<file path="src/rtl/defines.vh">
// Shared core-wide widths and write-back port indices.
`ifndef RF_DEFINES_VH
`define RF_DEFINES_VH

`define CPU_WIDTH   32
`define REG_ADDRW   5
`define REG_COUNT   32

`define WB_PORT_EXU 0
`define WB_PORT_LSU 1

`endif

</file>
<file path="src/rtl/rf_wb_arbiter_pkg.sv">
// Types and constants shared by the register-file write-back arbiter and its grant logic.
`include "defines.vh"

package rf_wb_arbiter_pkg;

    localparam int CPU_W     = `CPU_WIDTH;
    localparam int REG_AW    = `REG_ADDRW;
    localparam int REG_COUNT = `REG_COUNT;

    typedef enum logic {
        PORT_EXU = 1'(`WB_PORT_EXU),
        PORT_LSU = 1'(`WB_PORT_LSU)
    } wb_port_e;

    typedef struct packed {
        logic [REG_AW-1:0] addr;
        logic [CPU_W-1:0]  data;
    } wb_req_t;

    function automatic logic addr_is_x0(input logic [REG_AW-1:0] addr);
        return addr == '0;
    endfunction

endpackage

</file>
<file path="src/rtl/rf_wb_arbiter_rr_arb2.sv">
// Two-requester grant logic: round-robin, or fixed priority to the LSU when RR_EN=0.
// Grants depend only on the requests and the last-grant flop, never on downstream ready.
module rr_arb2
    import rf_wb_arbiter_pkg::*;
#(
    parameter bit RR_EN = 1'b1
) (
    input  logic i_clk,
    input  logic i_rst_n,
    input  logic i_req0,
    input  logic i_req1,
    output logic o_gnt0,
    output logic o_gnt1
);

    wb_port_e last_grant_q;
    wb_port_e last_grant_d;

    // NOTE: every variable gets a default first so no path leaves it unassigned (no latch).
    always_comb begin
        o_gnt0       = 1'b0;
        o_gnt1       = 1'b0;
        last_grant_d = last_grant_q;
        if (i_req0 && i_req1) begin
            if (RR_EN && (last_grant_q == PORT_LSU)) begin
                o_gnt0 = 1'b1;
            end else begin
                o_gnt1 = 1'b1;
            end
        end else begin
            o_gnt0 = i_req0;
            o_gnt1 = i_req1;
        end
        if (o_gnt0) begin
            last_grant_d = PORT_EXU;
        end else if (o_gnt1) begin
            last_grant_d = PORT_LSU;
        end
    end

    // NOTE: sequential state uses non-blocking assignments so all flops update together.
    always_ff @(posedge i_clk) begin
        if (!i_rst_n) begin
            last_grant_q <= PORT_LSU;
        end else begin
            last_grant_q <= last_grant_d;
        end
    end

endmodule

</file>
<file path="src/rtl/rf_wb_arbiter.sv">
// Register-file write-port controller: arbitrates EXU/LSU write-backs into a registered
// write stage and keeps the per-register busy scoreboard used for issue hazard checks.
module rf_wb_arbiter
    import rf_wb_arbiter_pkg::*;
#(
    parameter bit RR_EN   = 1'b1,
    parameter int REG_CNT = REG_COUNT
) (
    input  logic              i_clk,
    input  logic              i_rst_n,
    input  logic              i_iss_valid,
    input  logic [REG_AW-1:0] i_iss_rd,
    output logic              o_iss_ready,
    input  logic [REG_AW-1:0] i_raddr1,
    input  logic [REG_AW-1:0] i_raddr2,
    output logic              o_busy1,
    output logic              o_busy2,
    input  logic              i_wb0_valid,
    input  logic [REG_AW-1:0] i_wb0_addr,
    input  logic [CPU_W-1:0]  i_wb0_data,
    output logic              o_wb0_ready,
    input  logic              i_wb1_valid,
    input  logic [REG_AW-1:0] i_wb1_addr,
    input  logic [CPU_W-1:0]  i_wb1_data,
    output logic              o_wb1_ready,
    output logic              o_rf_wen,
    output logic [REG_AW-1:0] o_rf_waddr,
    output logic [CPU_W-1:0]  o_rf_wdata,
    output logic              o_err
);

    logic [REG_CNT-1:0] busy_q, busy_d;
    logic               rf_wen_q, rf_wen_d;
    logic [REG_AW-1:0]  rf_waddr_q, rf_waddr_d;
    logic [CPU_W-1:0]   rf_wdata_q, rf_wdata_d;
    logic               err_q, err_d;

    logic    gnt0, gnt1, any_gnt;
    wb_req_t sel;

    rr_arb2 #(.RR_EN(RR_EN)) u_arb (
        .i_clk   (i_clk),
        .i_rst_n (i_rst_n),
        .i_req0  (i_wb0_valid),
        .i_req1  (i_wb1_valid),
        .o_gnt0  (gnt0),
        .o_gnt1  (gnt1)
    );

    assign o_wb0_ready = gnt0;
    assign o_wb1_ready = gnt1;
    assign any_gnt     = gnt0 | gnt1;
    assign sel         = gnt1 ? wb_req_t'{addr: i_wb1_addr, data: i_wb1_data}
                              : wb_req_t'{addr: i_wb0_addr, data: i_wb0_data};

    // busy_q[0] is held at 0, so x0 always reads idle and never blocks issue.
    assign o_iss_ready = ~busy_q[i_iss_rd];
    assign o_busy1     = busy_q[i_raddr1];
    assign o_busy2     = busy_q[i_raddr2];

    always_comb begin
        busy_d = busy_q;
        if (rf_wen_q) begin
            busy_d[rf_waddr_q] = 1'b0;
        end
        if (i_iss_valid && o_iss_ready && !addr_is_x0(i_iss_rd)) begin
            busy_d[i_iss_rd] = 1'b1;
        end
        busy_d[0] = 1'b0;
    end

    // Writes to x0 still consume a grant but never reach the register file.
    always_comb begin
        rf_wen_d   = any_gnt && !addr_is_x0(sel.addr);
        rf_waddr_d = any_gnt ? sel.addr : rf_waddr_q;
        rf_wdata_d = any_gnt ? sel.data : rf_wdata_q;
        err_d      = err_q | (any_gnt && !addr_is_x0(sel.addr) && !busy_q[sel.addr]);
    end

    always_ff @(posedge i_clk) begin
        if (!i_rst_n) begin
            busy_q     <= '0;
            rf_wen_q   <= 1'b0;
            rf_waddr_q <= '0;
            rf_wdata_q <= '0;
            err_q      <= 1'b0;
        end else begin
            busy_q     <= busy_d;
            rf_wen_q   <= rf_wen_d;
            rf_waddr_q <= rf_waddr_d;
            rf_wdata_q <= rf_wdata_d;
            err_q      <= err_d;
        end
    end

    assign o_rf_wen   = rf_wen_q;
    assign o_rf_waddr = rf_waddr_q;
    assign o_rf_wdata = rf_wdata_q;
    assign o_err      = err_q;

endmodule
</file>
<file path="config.mk">
export PLATFORM = sky130hd
export DESIGN_NAME = rf_wb_arbiter
export DESIGN_NICKNAME = d
export VERILOG_FILES = /design/src/rtl/rf_wb_arbiter_pkg.sv /design/src/rtl/rf_wb_arbiter_rr_arb2.sv /design/src/rtl/rf_wb_arbiter.sv
export VERILOG_INCLUDE_DIRS = /design/src /design/src/rtl
export SDC_FILE = /design/constraint.sdc
export NUM_CORES = 1
export LEC_CHECK = 0
export BUFFER_PORTS_ARGS = -buffer_cell sky130_fd_sc_hd__buf_2
export CORE_AREA = 2 2 95 97
export DETAILED_ROUTE_END_ITERATION = 12
export DIE_AREA = 0 0 97 99
export PLACE_DENSITY = 0.81
export SLEW_MARGIN = 0
export SYNTH_ARGS = -nofsm -noshare
export SYNTH_HDL_FRONTEND = slang
export SYNTH_HIERARCHICAL = 1
export SYNTH_SLANG_ARGS = --single-unit
</file>
<file path="constraint.sdc">
create_clock -name i_clk -period 2.8 [get_ports i_clk]
set_input_delay 0.42 -clock i_clk [delete_from_list [all_inputs] [get_ports i_clk]]
set_output_delay 0.42 -clock i_clk [all_outputs]
set_load 0.005 [all_outputs]
</file>
# [Word level (Yosys, flattened, before mapping)]
# Cells that the tools add are included.
[word_totals] reg_bits=72 latch_bits=0 mem_bits_rw=0 mem_bits_ro=0 out_inout_bits=44 wordCells=54 memories=0
[op_classes] addsub=0 mul=0 div_mod_pow=0 order_cmp=7 n_eq_ne=0 shift=0 mux=21 bitwise_logic=6 reduce_logical=13
[ops] cell="2-to-1 mux 32 bit" n=2
[ops] cell="2-to-1 mux 37 bit" n=1
[ops] cell="AND 32 bit" n=1
[ops] cell="NOT 32 bit" n=1
[ops] cell="OR 32 bit" n=1
[ops] cell="less-than comparator 5 x 6 -> 1 bit, second input constant" n=5
[ops] cell="binary-select mux 1 bit (select 5 bit)" n=4
[ops] cell="2-to-1 mux 1 bit" n=12
[ops] cell="demux 1 bit (select 5 bit)" n=2
[ops] cell="greater-or-equal comparator 5 x 1 -> 1 bit, second input constant" n=2
[ops] cell="zero test 5 bit" n=2
[ops] cell="logical AND 1 bit" n=7
[ops] cell="zero test 1 bit" n=3
[ops] cell="OR 1 bit" n=2
[ops] cell="nonzero test 2 bit" n=1
[ops] cell="NOT 1 bit" n=1

# [Depth between registers and ports, before layout]
[logic_depth] depth_word=9 depth_mapped=10

# [Cells and area by module]
# Netlist, hierarchy kept.
[by_module_without_submodules] module="rf_wb_arbiter" n_inst=1 cells_per_inst=435 area_each_um2=4301.6 seq_area_each_um2=1401.3
[by_module_without_submodules] module="rr_arb2" n_inst=1 cells_per_inst=6 area_each_um2=58.8 seq_area_each_um2=20.0

# [Worst setup path after synthesis]
# Ideal clock, no wire load.
[synth_timing] path_type="input to register" start="input port i_wb1_valid" end="register err_q (netlist: o_err)" setup_ns=0.057 arrival_time_ns=2.435 required_ns=2.743 setup_slack_ns=0.308 stages=9 path_buffers=2 path_cell_list="a21boi_0 buf_6 mux2i_1 buf_4 mux4_2 nand2_1 nand4_1 a311oi_1 a21o_1"
[synth_between] elab_chain_cells=8 elab_cells_between_ends=13 classes_between="mux: 5; bitwise: 2; reduce/logical: 6"
[synth_rtl] item="start, declared" line_no="rf_wb_arbiter.sv:22" rtl="input logic i_wb1_valid,"
[synth_rtl] item="logical AND 1 bit" line_no="rf_wb_arbiter_rr_arb2.sv:24" rtl="if (i_req0 && i_req1) begin"
[synth_rtl] item="2-to-1 mux 1 bit" line_no="rf_wb_arbiter_rr_arb2.sv:24"
[synth_rtl] item="2-to-1 mux 37 bit" line_no="rf_wb_arbiter.sv:53" rtl="assign sel = gnt1 ? wb_req_t'{addr: i_wb1_addr, data: i_wb1_data}"
[synth_rtl] item="binary-select mux 1 bit (select 5 bit) / zero test 5 bit (equally long branches)" line_no="rf_wb_arbiter.sv:77, rf_wb_arbiter_pkg.sv:21"
[synth_rtl] item="2-to-1 mux 1 bit (implied by the code) / zero test 1 bit (equally long branches)" line_no="rf_wb_arbiter.sv:77" rtl="err_d = err_q | (any_gnt && !addr_is_x0(sel.addr) && !busy_q[sel.addr]);"
[synth_rtl] item="zero test 1 bit / logical AND 1 bit (equally long branches)" line_no="rf_wb_arbiter.sv:77"
[synth_rtl] item="logical AND 1 bit (*)" line_no="rf_wb_arbiter.sv:77"
[synth_rtl] item="OR 1 bit (*)" line_no="rf_wb_arbiter.sv:77"
[synth_rtl] item="end signal, assigned" line_no="rf_wb_arbiter.sv:92" rtl="err_q <= err_d;"
[synth_rtl] item="end, declared" line_no="rf_wb_arbiter.sv:36" rtl="logic err_q, err_d;"
# Mark *: on every way between the ends. The rest lies on a longest branch, timed or not. The select of a mux whose other input is x is not followed.
# A chain may end at the register's enable or synchronous reset.

# [Worst setup path in the final report]
[layout_timing] start="register busy_q[19]" end="output port o_busy2"
[layout_between] elab_chain_cells=2
[layout_rtl] item="start, declared" line_no="rf_wb_arbiter.sv:32" rtl="logic [REG_CNT-1:0] busy_q, busy_d;"
[layout_rtl] item="start signal, assigned" line_no="rf_wb_arbiter.sv:88" rtl="busy_q <= busy_d;"
[layout_rtl] item="binary-select mux 1 bit (select 5 bit)" line_no="rf_wb_arbiter.sv:59" rtl="assign o_busy2 = busy_q[i_raddr2];"
[layout_rtl] item="2-to-1 mux 1 bit (implied by the code)" line_no="rf_wb_arbiter.sv:59"
[layout_rtl] item="end, declared" line_no="rf_wb_arbiter.sv:17" rtl="output logic o_busy2,"
# Every way passes these cells. The select of a mux whose other input is x is not followed.

==> reports/metrics.cfg <==
[placement]
finalWeightedCongestion=0.9817
dp_cells=656
dp_hpwl_um=9243
io_buffers=137

[detailed_routing]
drt_iter0_drc=516
drt-total-wl_um=12690
num_vias=4188
wl_per_cell_um=18.88
dr.pass1.iters=5
antenna_left=0
drcViolationCount=0
viasPerCell=6.232

[worst_setup_path]
cp_common_cell=mux4_2
crit_buf_inv=1
crit_chain=mux4_2, mux4_2, mux2_2, buf_2
start_kind=flip-flop
crit_family=multiplexers
critPathKind=flip-flop to primary output
crit_path_max_fanout=5
crit_slowest_cell=mux4_2
slowest_delay_ns=0.49
required_ns=2.38
endpoint_kind=primary output
cp.arrival_ns=2.09

[pwr]
pwr-share-clk_pct=37.4
combPwrFrac_pct=18.6
switchingPower_mw=0.7165
sw_frac_of_total_pct=28.53
seqPwrFrac_pct=44.1
leakagePower_nw=2.284
power_density_nw_per_um2=475.6
irDropWorstVdd_v=0.0002439
p_int_mw=1.795

[timing]
fmax_mhz=397.8
final-hold-violation-count=0
slew_headroom_pct=53.90
fin_crit_sh_pct=89.79
skew_ns=0.01380
fin_crit_ns=2.514
rsz0062_at_grt=false
fin_setup_tns_ns=0
tightest_slew_ns=0.6893
setup_viol=0
drv_slew=0

[die]
ios=138
row_count=34
fp.dieH_um=99
dieArea_um2=9603
die_w_um=97
initial_core_util_pct=51.00
core_area_um2=8551

[synthesis]
async_flop_share_pct=0
synthTopCellsByCount=dfxtp_1, nand2_1, mux2i_1
syn_area_um2=4360
synth_top_area_cell=dfxtp_1
ys_types=46
yosysMostFrequentCell=dfxtp_1
syn_inst=441
synthFlopType=dfxtp_1
ys_seq_area_share_pct=32.60
yosys_warnings=6
synth.avg_cell_area_um2=9.888
synth-seq-cells=71
synthesis.nets=535
synth_edf_count=0
synth_top_area_share_pct=32.60
synth_area_leaders=dfxtp_1, mux4_2, mux2i_1, o31ai_1, o211ai_1

[cts]
hold_buffers=0
numCtsBuffers=9
h-tree-depth=3
cts_max_path_buffers=2
ctsResizeCount=0
clock-sinks=71
cts_setup_buffers=0
cts_tree=built
clkSlewWorstSetupHoldPaths_ns=0.08
clock_latency_ns=0.35
cts_root_buffer=clkbuf_8

[final_layout]
drive_gt1_share_pct=35.82
area_delta_synth_final_pct=21.09
fillCellCount=714
multiInputGateArea_um2=2721
instances_no_fill=672
seq_area_um2=1421
antenna_cells=0
final_nets=653

[run]
cap_violations=0

[worst_hold_path]
worst_hold_path_type=input pin to flip-flop

[global_routing]
grt-ovfl-total=0
grt_max_degree=59
antenna_found_initial=0
grt_usage_pct=26.50
grt_pass1_vias=4111
grt_pass1_wl_um=20590

[run_status]
status=completed

-- flip-flops by register name (all words and copies together), names as in the netlist --
| register | cells |
|---|---|
| o_err | 1 |
| busy_q | 31 |
| o_rf_waddr | 5 |
| o_rf_wen | 1 |
| u_arb/last_grant_q | 1 |
| o_rf_wdata | 32 |
-- power groups by stage --
stage	combinational (mW)	clock (mW)	sequential, mW
after CTS	0.464	0.952	1.11
after detailed placement	0.460	0	1.13
final	0.466	0.938	1.11
after floorplan	0.295	0	1.12
after global placement	0.451	0	1.13
after global routing	0.512	0.993	1.11
-- path summary, 6_finish.rpt --
kind / depth (start not counted) / startpoint / slack (ns) / to
hold / removal: 3 / i_wb1_valid / 0.35 / u_arb/last_grant_q$_SDFFE_PN1P_
setup / recovery: 4 / busy_q[19]$_SDFF_PN0_ / 0.29 / o_busy2
setup reg to reg: 8 / u_arb/last_grant_q$_SDFFE_PN1P_ / 0.58 / o_err$_SDFF_PN0_
hold reg to reg: 1 / o_err$_SDFF_PN0_ / 0.46 / o_err$_SDFF_PN0_
-- worst min-delay path: cells and delay by family --
family | cells | cell delay, ns
and+or+nand+nor | 2 | 0.11
buffers and inverters | 1 | 0.12
-- logic make-up (layout without fill, tap and decap cells) --
family                 count (synthesis)  in the layout  share of synthesized area (%)
DFF                                   71             71                          32.60
muxes                                 76             76                          27.03
buffers and inverters                 45            168                          5.280
and+or+nand+nor                      132            132                          16.47
AOI/OAI and AO/OA                    117            117                          18.62
-- layout make-up --
| class | count | area share [%] |
|---|---|---|
| clock buffer | 9 | 2.346 |
| clock inverter | 7 | 1.943 |
| inverter | 6 | 0.4265 |
| sequential | 71 | 26.92 |
| tap | 108 | 2.559 |
| multi-input combinational | 325 | 51.54 |
| timing repair buffer | 146 | 14.27 |
-- routing by layer --
metal  global-route usage [%]  vias up  wire length [um]
met3                    5.319       30              1296
met4                    11.05        0               253
met1                    33.56     1965              4988
met5                        0        -                 0
li1                         -     1923                 -
met2                    44.50      270              6149
-- cells in the final DEF (no fill, tap or decap), types with 7 or more instances in the layout --
| cell type | count |
|---|---|
| buf_2 | 137 |
| dfxtp_1 | 71 |
| nand2_1 | 50 |
| mux2i_1 | 39 |
| o21ai_0 | 38 |
| and2_1 | 33 |
| o31ai_1 | 31 |
| o211ai_1 | 30 |
| mux4_2 | 25 |
| nand3_1 | 10 |
| clkbuf_8 | 9 |
| buf_4 | 9 |
| nor2_1 | 7 |
| nand3b_1 | 7 |
-- stage by stage --
step / total power, mW / hold WS [ns] / util, % / area [um^2] / setup slack, ns
after floorplan: 1.412 / 0.4511 / - / 4360 / 0.3076
after global placement: 1.578 / 0.4318 / 59.10 / 5054 / 0.3130
after detailed placement: 1.590 / 0.4446 / 59.10 / 5054 / 0.2917
after CTS: 2.523 / 0.3428 / 61.75 / 5280 / 0.2878
after global routing: 2.619 / 0.3497 / 61.75 / 5280 / 0.2221
final: 2.511 / 0.3530 / 61.75 / 5280 / 0.2859
Note: power is estimated with default switching activity, not from simulation.
